$ cat config.mk
export PLATFORM = sky130hd
export DESIGN_NAME = clk_gate_ctrl_multi
export DESIGN_NICKNAME = d
export VERILOG_FILES = /design/src/rtl/clk_gate_ctrl_multi.sv
export SDC_FILE = /design/constraint.sdc
export NUM_CORES = 1
export LEC_CHECK = 0
export CAP_MARGIN = 20
export CORE_ASPECT_RATIO = 1.25
export CORE_UTILIZATION = 52
export CTS_CLUSTER_DIAMETER = 200
export DETAILED_ROUTE_END_ITERATION = 8
export PLACE_DENSITY = 0.76
export SKIP_LAST_GASP = 1
export SYNTH_ARGS = -nofsm -noshare
export SYNTH_HDL_FRONTEND = slang
export SYNTH_SLANG_ARGS = --single-unit
$ cat constraint.sdc
create_clock -name clk_i -period 2.8 [get_ports clk_i]
set_clock_uncertainty 0.2 [all_clocks]
set_input_delay 0.84 -clock clk_i [delete_from_list [all_inputs] [get_ports clk_i]]
set_output_delay 0.84 -clock clk_i [all_outputs]
set_load 0.05 [all_outputs]
$ cat src/rtl/clk_gate_ctrl_multi.sv
`default_nettype none
// +----------------------------------------------------------------------------+
// | Module  : clk_gate_ctrl_multi (+ tc_clk_gating leaf cell)                   |
// | Brief   : per-channel synchronised clock gate with busy-driven drain.       |
// | Revision: 1.0 - initial release                                             |
// +----------------------------------------------------------------------------+

module tc_clk_gating (
  input  logic clk_i,
  input  logic en_i,
  input  logic test_en_i,
  output logic clk_o
);
  logic r_en_latch;

  // Transparent while clk_i is low, so the AND below cannot glitch.
  always_latch begin
    if (!clk_i) r_en_latch <= en_i | test_en_i;
  end

  assign clk_o = clk_i & r_en_latch;
endmodule

module clk_gate_ctrl_multi #(
  parameter int NumCh      = 4,
  parameter int SyncStages = 2,
  parameter int IdleCycles = 8
) (
  input  logic                       clk_i,
  input  logic                       rstn_i,
  input  logic                       test_en_i,
  input  logic [NumCh-1:0]           en_async_i,
  input  logic [NumCh-1:0]           busy_i,
  output logic [NumCh-1:0]           en_ack_o,
  output logic [NumCh-1:0]           clk_o,
  output logic [$clog2(NumCh+1)-1:0] active_cnt_o
);
  localparam int c_cnt_w = (IdleCycles > 0) ? $clog2(IdleCycles + 1) : 1;
  localparam int c_act_w = $clog2(NumCh + 1);
  localparam logic [c_cnt_w-1:0] c_idle = c_cnt_w'(IdleCycles);
  localparam logic [c_cnt_w-1:0] c_one  = c_cnt_w'(1);

  typedef enum logic [1:0] {
    ST_OFF   = 2'd0,
    ST_ON    = 2'd1,
    ST_DRAIN = 2'd2
  } state_e;

  logic [NumCh-1:0]   w_ge_nxt;
  logic [NumCh-1:0]   r_ge;
  logic [c_act_w-1:0] w_pop;
  logic [c_act_w-1:0] r_active_cnt;

  for (genvar c = 0; c < NumCh; c++) begin : g_ch
    logic [SyncStages-1:0] r_sync;
    logic                  w_en_s;
    state_e                r_state;
    state_e                w_state_nxt;
    logic [c_cnt_w-1:0]    r_cnt;
    logic [c_cnt_w-1:0]    w_cnt_nxt;

    always_ff @(posedge clk_i or negedge rstn_i) begin
      if (!rstn_i) r_sync <= '0;
      else         r_sync <= {r_sync[SyncStages-2:0], en_async_i[c]};
    end

    assign w_en_s = r_sync[SyncStages-1];

    always_comb begin
      w_state_nxt = r_state;
      w_cnt_nxt   = r_cnt;
      case (r_state)
        ST_OFF: begin
          if (w_en_s) w_state_nxt = ST_ON;
        end
        ST_ON: begin
          if (!w_en_s) begin
            if (IdleCycles > 0) begin
              w_state_nxt = ST_DRAIN;
              w_cnt_nxt   = c_idle;
            end else begin
              w_state_nxt = ST_OFF;
            end
          end
        end
        ST_DRAIN: begin
          // A returning request wins over an expiring count.
          if (w_en_s) begin
            w_state_nxt = ST_ON;
          end else if (busy_i[c]) begin
            w_cnt_nxt = c_idle;
          end else if (r_cnt > c_one) begin
            w_cnt_nxt = r_cnt - c_one;
          end else begin
            w_state_nxt = ST_OFF;
            w_cnt_nxt   = '0;
          end
        end
        default: begin
          w_state_nxt = ST_OFF;
          w_cnt_nxt   = '0;
        end
      endcase
    end

    always_ff @(posedge clk_i or negedge rstn_i) begin
      if (!rstn_i) begin
        r_state <= ST_OFF;
        r_cnt   <= '0;
      end else begin
        r_state <= w_state_nxt;
        r_cnt   <= w_cnt_nxt;
      end
    end

    assign w_ge_nxt[c] = (w_state_nxt != ST_OFF);

    tc_clk_gating u_cg (
      .clk_i     (clk_i),
      .en_i      (r_ge[c]),
      .test_en_i (test_en_i),
      .clk_o     (clk_o[c])
    );
  end

  always_comb begin
    w_pop = '0;
    for (int i = 0; i < NumCh; i++) begin
      w_pop = w_pop + c_act_w'(w_ge_nxt[i]);
    end
  end

  always_ff @(posedge clk_i or negedge rstn_i) begin
    if (!rstn_i) begin
      r_ge         <= '0;
      r_active_cnt <= '0;
    end else begin
      r_ge         <= w_ge_nxt;
      r_active_cnt <= w_pop;
    end
  end

  assign en_ack_o     = r_ge;
  assign active_cnt_o = r_active_cnt;
endmodule
`default_nettype wire

======== Yosys cells after proc, flatten, opt, wreduce, memory -nomap -nowiden ========
Cells that the tools add are included.
word-level totals
  register bits after elaboration ......... 39
  bits in latches ......................... 4
  input bits .............................. 11
cells by class
  add/subtract/negate cells ............... 7
  $lt $le $gt $ge ......................... 4
  eq/ne operators ......................... 16
  mux-type cells .......................... 48
  bitwise operators ....................... 12
  reductions and logical operators ........ 12
operator list
  kind                   count
  $mux W4                16
  $pmux W4 S3            4
  $mux W2                20
  $pmux W2 S3            4
  $gt A4 B1 Y1 const B   4
  $ne A2 B2 Y1 const B   8
  $sub A4 B1 Y4 const B  4
  $reduce_and A3 Y1      4
  $eq A2 B1 Y1 const B   4
  $eq A2 B2 Y1 const B   4
  $logic_not A2 Y1       4
  $reduce_bool A2 Y1     4
  $and A1 B1 Y1          4
  $mux W1                4
  $not A1 Y1             4
  $or A1 B1 Y1           4
  $add A2 B1 Y3          1
  $add A3 B1 Y3          1
  $add A1 B1 Y2          1

======== Depth between registers and ports, before layout ========
Gate-level depths: netlist of run 1.
  word-level depth ........................ 9
  depth in mapped cells ................... 9

======== By module ========
A second synthesis of run 1 with hierarchy kept.
second synthesis, totals
  cell total of the unflattened synthesis .. 223
  area, all modules ....................... 2298.5 sq um
by module, submodules not included
  module               times used  cells an instance  area an instance (sq um)  seq. area each (sq um)
  clk_gate_ctrl_multi  1           211                2188.3                    975.9
  tc_clk_gating        4           3                  27.5                      0.0

==> results.txt, run 1 <==
Worst R2R End -> active_cnt_o[1]
Crit path DAT -> 2490 ps
Final WS setup -> -734.9 ps
Sequential Power Share -> 26.1%
Die Y-Extent -> 78.07 um
Overall routing resource usage -> 19.76%
Max cap viols -> 0
Register bit total from synthesis -> 43
R2r setup slk -> 30 ps
Critical Path Sink -> clk_o[0]
Hold_ws -> 151.9 ps
# port buffers -> 21
Crit Path Category -> latch to primary output
Data required time at the worst endpoint -> 1760 ps
Int Pwr -> 2.018 mW
Initial Util -> 54.40%
Post-synth design cell area -> 2407 um2
Slew margin rel. -> 44.50%
Grt ovf -> 0
Initial antenna violation count -> 0
Switching share of total power -> 42.92%
Final Setup Violations -> 8
CP top delay family -> latches
Yosys top cell by area -> dfrtp_1
Cell total after placement -> 313
Global-route wire length before repair -> 7334 um
Count of cell types in the netlist -> 47
Run status -> complete, but fails checks
Worst Setup SP -> g_ch[0].u_cg.r_en_latch
Pwr/cell area -> 1172 nW/um2
Width of the die -> 62.86 um
Initial DRC count -> 92
Leak -> 1.346 nW
Drt pass-1 iters -> 4
Reg2reg path depth -> 9
R2r startpoint -> g_ch[1].r_state[0]
Pin count of the biggest net entering global routing -> 40
Mean Syn Cell Area -> 10.38 um2
Worst-path cell chain -> and2_4, buf_8
Clock power share -> 28.2%
DR vias -> 1790
Synth top area cells -> dfrtp_1, ha_1, inv_1
Share of the synthesized area in the top cell type -> 40.54%
Drt wl/cell -> 13.64 um
Clock Pin Slew Worst Setup and Hold Paths -> 80 ps
Top cells by count, synth -> dfrtp_1, ha_1, inv_1
CTS tree -> yes
Ports -> 22
Final Cell Area -> 3017 um2
Worst Setup Start Kind -> latch
FFs w/ async S/R, synth -> 90.70%
Syn_nets -> 270
Die area -> 4907 um2
Worst-margin pin slew -> 832.5 ps
DP Wirelength -> 2928 um
Clk_lat worst skew -> 400 ps
Routed Antenna Nets -> 0
Synth Flop Type -> dfrtp_1
Levels on crit path -> 2
Most common cell in the synthesized netlist -> dfrtp_1
CP max stage cell -> dlxtn_1
EDFF count, synth -> 0
Synth Warn # -> 0
Setup_tns -> -2925 ps
CP max stage delay -> 390 ps
Final nets -> 309
FP Rows -> 27
Post-synthesis cell count -> 232
Core Region -> 4425 um2
Peak VDD IR -> 568.2 uV
Placed cell area -> 2710 um2
Vias per cell -> 5.424
Failing checks -> setup timing
Diode count -> 0
Synthesis-to-finish area growth -> 25.31%
RSZ-0062 raised after global routing -> true
Final Hold Fails -> 0
CP Capture Type -> primary output
Total power -> 3.536 mW
Hold Startpoint -> g_ch[2].r_sync[0]
Hold/Removal Path Class -> register to register
Largest fanout on the critical path -> 1
Crit path buffers/inverters -> 1
Pins Over Slew Limit -> 0
NetSw -> 1.518 mW
Layout cells sized above 1 -> 30.15%
Drt drc -> 0
Routed WL -> 4501 um
Post-route insts no fill -> 330
Number of global-route vias before repair -> 1726
Fill cells -> 337
Combinational Power Share -> 45.7%
Final Wtd Congestion -> 0.8245
[power groups by stage]
| stage | logic [mW] | clock network [mW] | registers (mW) |
|---|---|---|---|
| final | 1.61 | 0.998 | 0.923 |
| after global routing | 1.79 | 1.06 | 0.952 |
| after CTS | 1.50 | 0.984 | 0.917 |
| after detailed placement | 1.46 | 0.318 | 0.922 |
| after global placement | 1.43 | 0.318 | 0.915 |
| after floorplan | 1.04 | 0.344 | 0.949 |
[worst register-to-register path, cell delays in order (launching register included)]
cell and delay, ps:
dfrtp_1 410, inv_2 80, ha_2 210, or2_2 320, a21oi_1 220, a211oi_2 70
o21bai_2 220, fa_1 440, ha_1 210, ha_1 270
[repair_timing]
action,CTS,global route
buffers inserted,1,4
hold buffers,0,0
pin swaps,8,6
gates resized for setup,49,20
endpoints found under the hold margin,0,0
setup endpoints to repair,10,10
[flip-flops by register name, summed over array words and instances (netlist names)]
signal / flops
en_ack_o: 4
g_ch.r_sync: 8
g_ch.r_state: 8
active_cnt_o: 3
g_ch.u_cg.r_en_latch: 4
g_ch.r_cnt: 16
[cell families (layout without fill, tap and decap cells)]
group,after synthesis,after routing,synth area share (%)
AO/OA/AOI/OAI,63,63,20.22
adder cells (fa/ha/maj),27,27,14.35
buffers and inverters,29,69,5.821
flip-flops,39,39,40.54
latches,4,4,2.495
multiplexers,2,2,0.9355
AND/OR/NAND/NOR,68,68,15.64
[metal layers]
| layer | up-vias | part of all wire [%] | track usage (%) |
|---|---|---|---|
| li1 | 886 | - | - |
| met1 | 851 | 45 | 22.59 |
| met2 | 39 | 48 | 30.65 |
| met3 | 14 | 3.8 | 7.267 |
| met4 | 0 | 3.2 | 13.49 |
| met5 | - | 0 | 0 |
[cell type report]
| type | instances | area [um2] | area share (%) |
|---|---|---|---|
| multi-input combinational | 160 | 1348 | 44.67 |
| sequential | 43 | 1040 | 34.47 |
| timing repair buffer | 33 | 281.5 | 9.332 |
| clock buffer | 14 | 187.7 | 6.221 |
| inverter | 20 | 75.07 | 2.489 |
| tap | 58 | 72.57 | 2.406 |
| clock inverter | 2 | 12.51 | 0.4148 |
[cell usage in the layout (no fill, tap or decap), types with 8 or more instances in the layout]
cell type	Yosys	layout
buf_4	8	16
clkbuf_8	0	9
clkdlybuf4s50_1	0	13
dfrtp_1	39	38
ha_1	26	18
inv_1	20	15
nand2_1	8	8
nor2_1	18	16
o21ai_0	14	12
or2_2	9	9
[worst min path at each step]
stage | cells after the start | end
floorplan | 0 | g_ch[0].r_sync[1]
global placement | 0 | g_ch[2].r_sync[1]
detailed placement | 0 | g_ch[0].r_sync[1]
CTS | 0 | g_ch[0].r_sync[1]
global route | 0 | g_ch[2].r_sync[1]
finish | 0 | g_ch[2].r_sync[1]
[stage by stage]
stage          util [%]  worst slack, ps
4_1_cts           66.16           -733.1
3_5_place_dp      61.24           -912.4
3_3_place_gp      61.24           -900.3
2_1_floorplan         -           -274.4
5_1_grt           68.17           -769.7
6_report          68.17           -734.9
(Power assumes the default switching activity.)
==> run 2, diff against run 1 <==
- PLACE_DENSITY: 0.76 -> 0.78
- SETUP_SLACK_MARGIN: not set -> 0.1
- SLEW_MARGIN: not set -> 20
==> results.txt, run 2 (synthesized netlist as in run 1, its figures left out) <==
Ports -> 22 (unchanged)
Clock Pin Slew Worst Setup and Hold Paths -> 80 ps (about the same)
Failing checks -> setup timing
RSZ-0062 raised after global routing -> true
Drt wl/cell -> 14.96 um (+9.7%)
Final nets -> 320 (+3.6%)
DR vias -> 1906 (+6.5%)
Width of the die -> 62.86 um (unchanged)
CP Capture Type -> primary output
Slew margin rel. -> 66.26% (+22 points)
Pin count of the biggest net entering global routing -> 24 (-40%)
Cell total after placement -> 318 (+1.6%)
Placed cell area -> 2791 um2 (+3.0%)
Max cap viols -> 0 (unchanged)
Fill cells -> 300 (-11%)
Global-route wire length before repair -> 8010 um (+9.2%)
Number of global-route vias before repair -> 1948 (+13%)
Most flop-heavy register -> g_ch.r_cnt
Leak -> 1.436 nW (+6.7%)
Final Cell Area -> 3258 um2 (+8.0%)
Max FFs per register -> 16 (unchanged)
Synthesis-to-finish area growth -> 35.34%
Post-route insts no fill -> 341 (+3.3%)
Most frequent cells in the layout -> dfrtp_1, buf_4, nor2_1, inv_1, ha_1
Final WS setup -> -760.2 ps (-25.39 ps)
Overall routing resource usage -> 21.21% (+1.5 points)
Drt drc -> 0 (unchanged)
Run status -> complete, but fails checks
Grt ovf -> 0 (unchanged)
Final Wtd Congestion -> 0.8131 (-1.4%)
Drt pass-1 iters -> 4 (unchanged)
Routed Antenna Nets -> 0 (unchanged)
Final Util -> 73.62% (+5.5 points)
Pwr/cell area -> 1238 nW/um2 (+5.7%)
Largest fanout on the critical path -> 1 (unchanged)
Crit path DAT -> 2520 ps (+30 ps)
Core Region -> 4425 um2 (unchanged)
Worst Setup Start Kind -> latch
# port buffers -> 21 (unchanged)
Diode count -> 0 (unchanged)
Data required time at the worst endpoint -> 1760 ps (about the same)
Pre-CTS WS -> -959.5 ps (-47.05 ps)
Biggest regs -> g_ch.r_cnt: 16 flops, g_ch.r_state: 8 flops, g_ch.r_sync: 8 flops
Crit Path Category -> latch to primary output
Peak VDD IR -> 502.2 uV (-12%)
Initial DRC count -> 122 (+33%)
Hold/Removal Path Class -> register to register
Pins Over Slew Limit -> 0 (unchanged)
Initial Util -> 54.40% (unchanged)
Routed WL -> 5100 um (+13%)
Vias per cell -> 5.589 (+3.0%)
CTS tree -> yes
Final Setup Violations -> 8 (unchanged)
DP Wirelength -> 3165 um (+8.1%)
Area taken by multi-input logic gates -> 1459 um2 (+8.3%)
Total power -> 4.035 mW (+14%)
Worst-margin pin slew -> 504.5 ps (-328.0 ps)
Die area -> 4907 um2 (unchanged)
Initial antenna violation count -> 0 (unchanged)
Hold_ws -> 150.2 ps (-1.668 ps)
Setup_tns -> -2982 ps (-56.73 ps)
Commonest non-fill, non-tap cell in the layout -> dfrtp_1
Die Y-Extent -> 78.07 um (unchanged)
Seq. cell area -> 1041 um2 (+0.12%)
Clk_lat worst skew -> 410 ps (about the same)
Final Hold Fails -> 0 (unchanged)
Layout cells sized above 1 -> 35.69% (+5.5 points)
FP Rows -> 27 (unchanged)
run 2: cell count changes in the layout (fill, tap and decap cells not counted), sizes merged:
cell / before / now
clkinv: 1 / 0
dlygate4sd2: 3 / 4
clkdlybuf4s50: 13 / 12
bufinv: 0 / 2
buf: 21 / 32
clkinvlp: 1 / 0
run 2: area by class of cell:
type / instances / share of cell area, %
flip-flops and latches: 43 / 31.95
inverters: 20 / 2.304
clock inverters: 2 / 1.843
repair buffers: 44 / 11.14
multi-input cells: 160 / 44.78
well taps: 58 / 2.227
clock buffers: 14 / 5.760
run 2: routing by layer:
metal	global-route usage (%)	part of all wire, %	vias up	routed length (um)
li1	-	-	920	-
met1	22.55	41	923	2085
met2	36.20	53	49	2689
met3	5.959	3.8	14	195
met4	14.65	2.6	0	131
met5	0	0	-	0
run 2: worst paths after layout:
kind                                              start                 end  slack, ps  cells past startpoint
worst max-delay path            g_ch[0].u_cg.r_en_latch            clk_o[0]       -760                      2
max in group asynchronous                        rstn_i    g_ch[0].r_cnt[0]       1640                      2
worst min register to register        g_ch[2].r_sync[0]   g_ch[2].r_sync[1]        150                      0
worst min-delay path                  g_ch[2].r_sync[0]   g_ch[2].r_sync[1]        150                      0
min in group asynchronous                        rstn_i  g_ch[1].r_state[1]        190                      1
worst max register to register         g_ch[1].r_cnt[2]     active_cnt_o[1]         90                      7
run 2: report_power, final:
part	internal, mW	switching (mW)	total (mW)	leakage (nW)
registers	0.783	0.155	0.939	0.532
logic	0.913	1.00	1.92	0.762
clock network	0.682	0.498	1.18	0.142
total	2.38	1.66	4.03	1.44
run 2: what timing repair did:
action / in CTS / in global routing
pin swaps: 5 / 9
setup buffers: 3 / 8
hold buffers: 0 / 0
setup endpoints to repair: 15 / 11
resized for setup: 54 / 30
run 2: critical path, cell delays in order, from the launching register on:
cell	delay [ps]
dlxtn_1	410
and2_4	150
buf_8	140
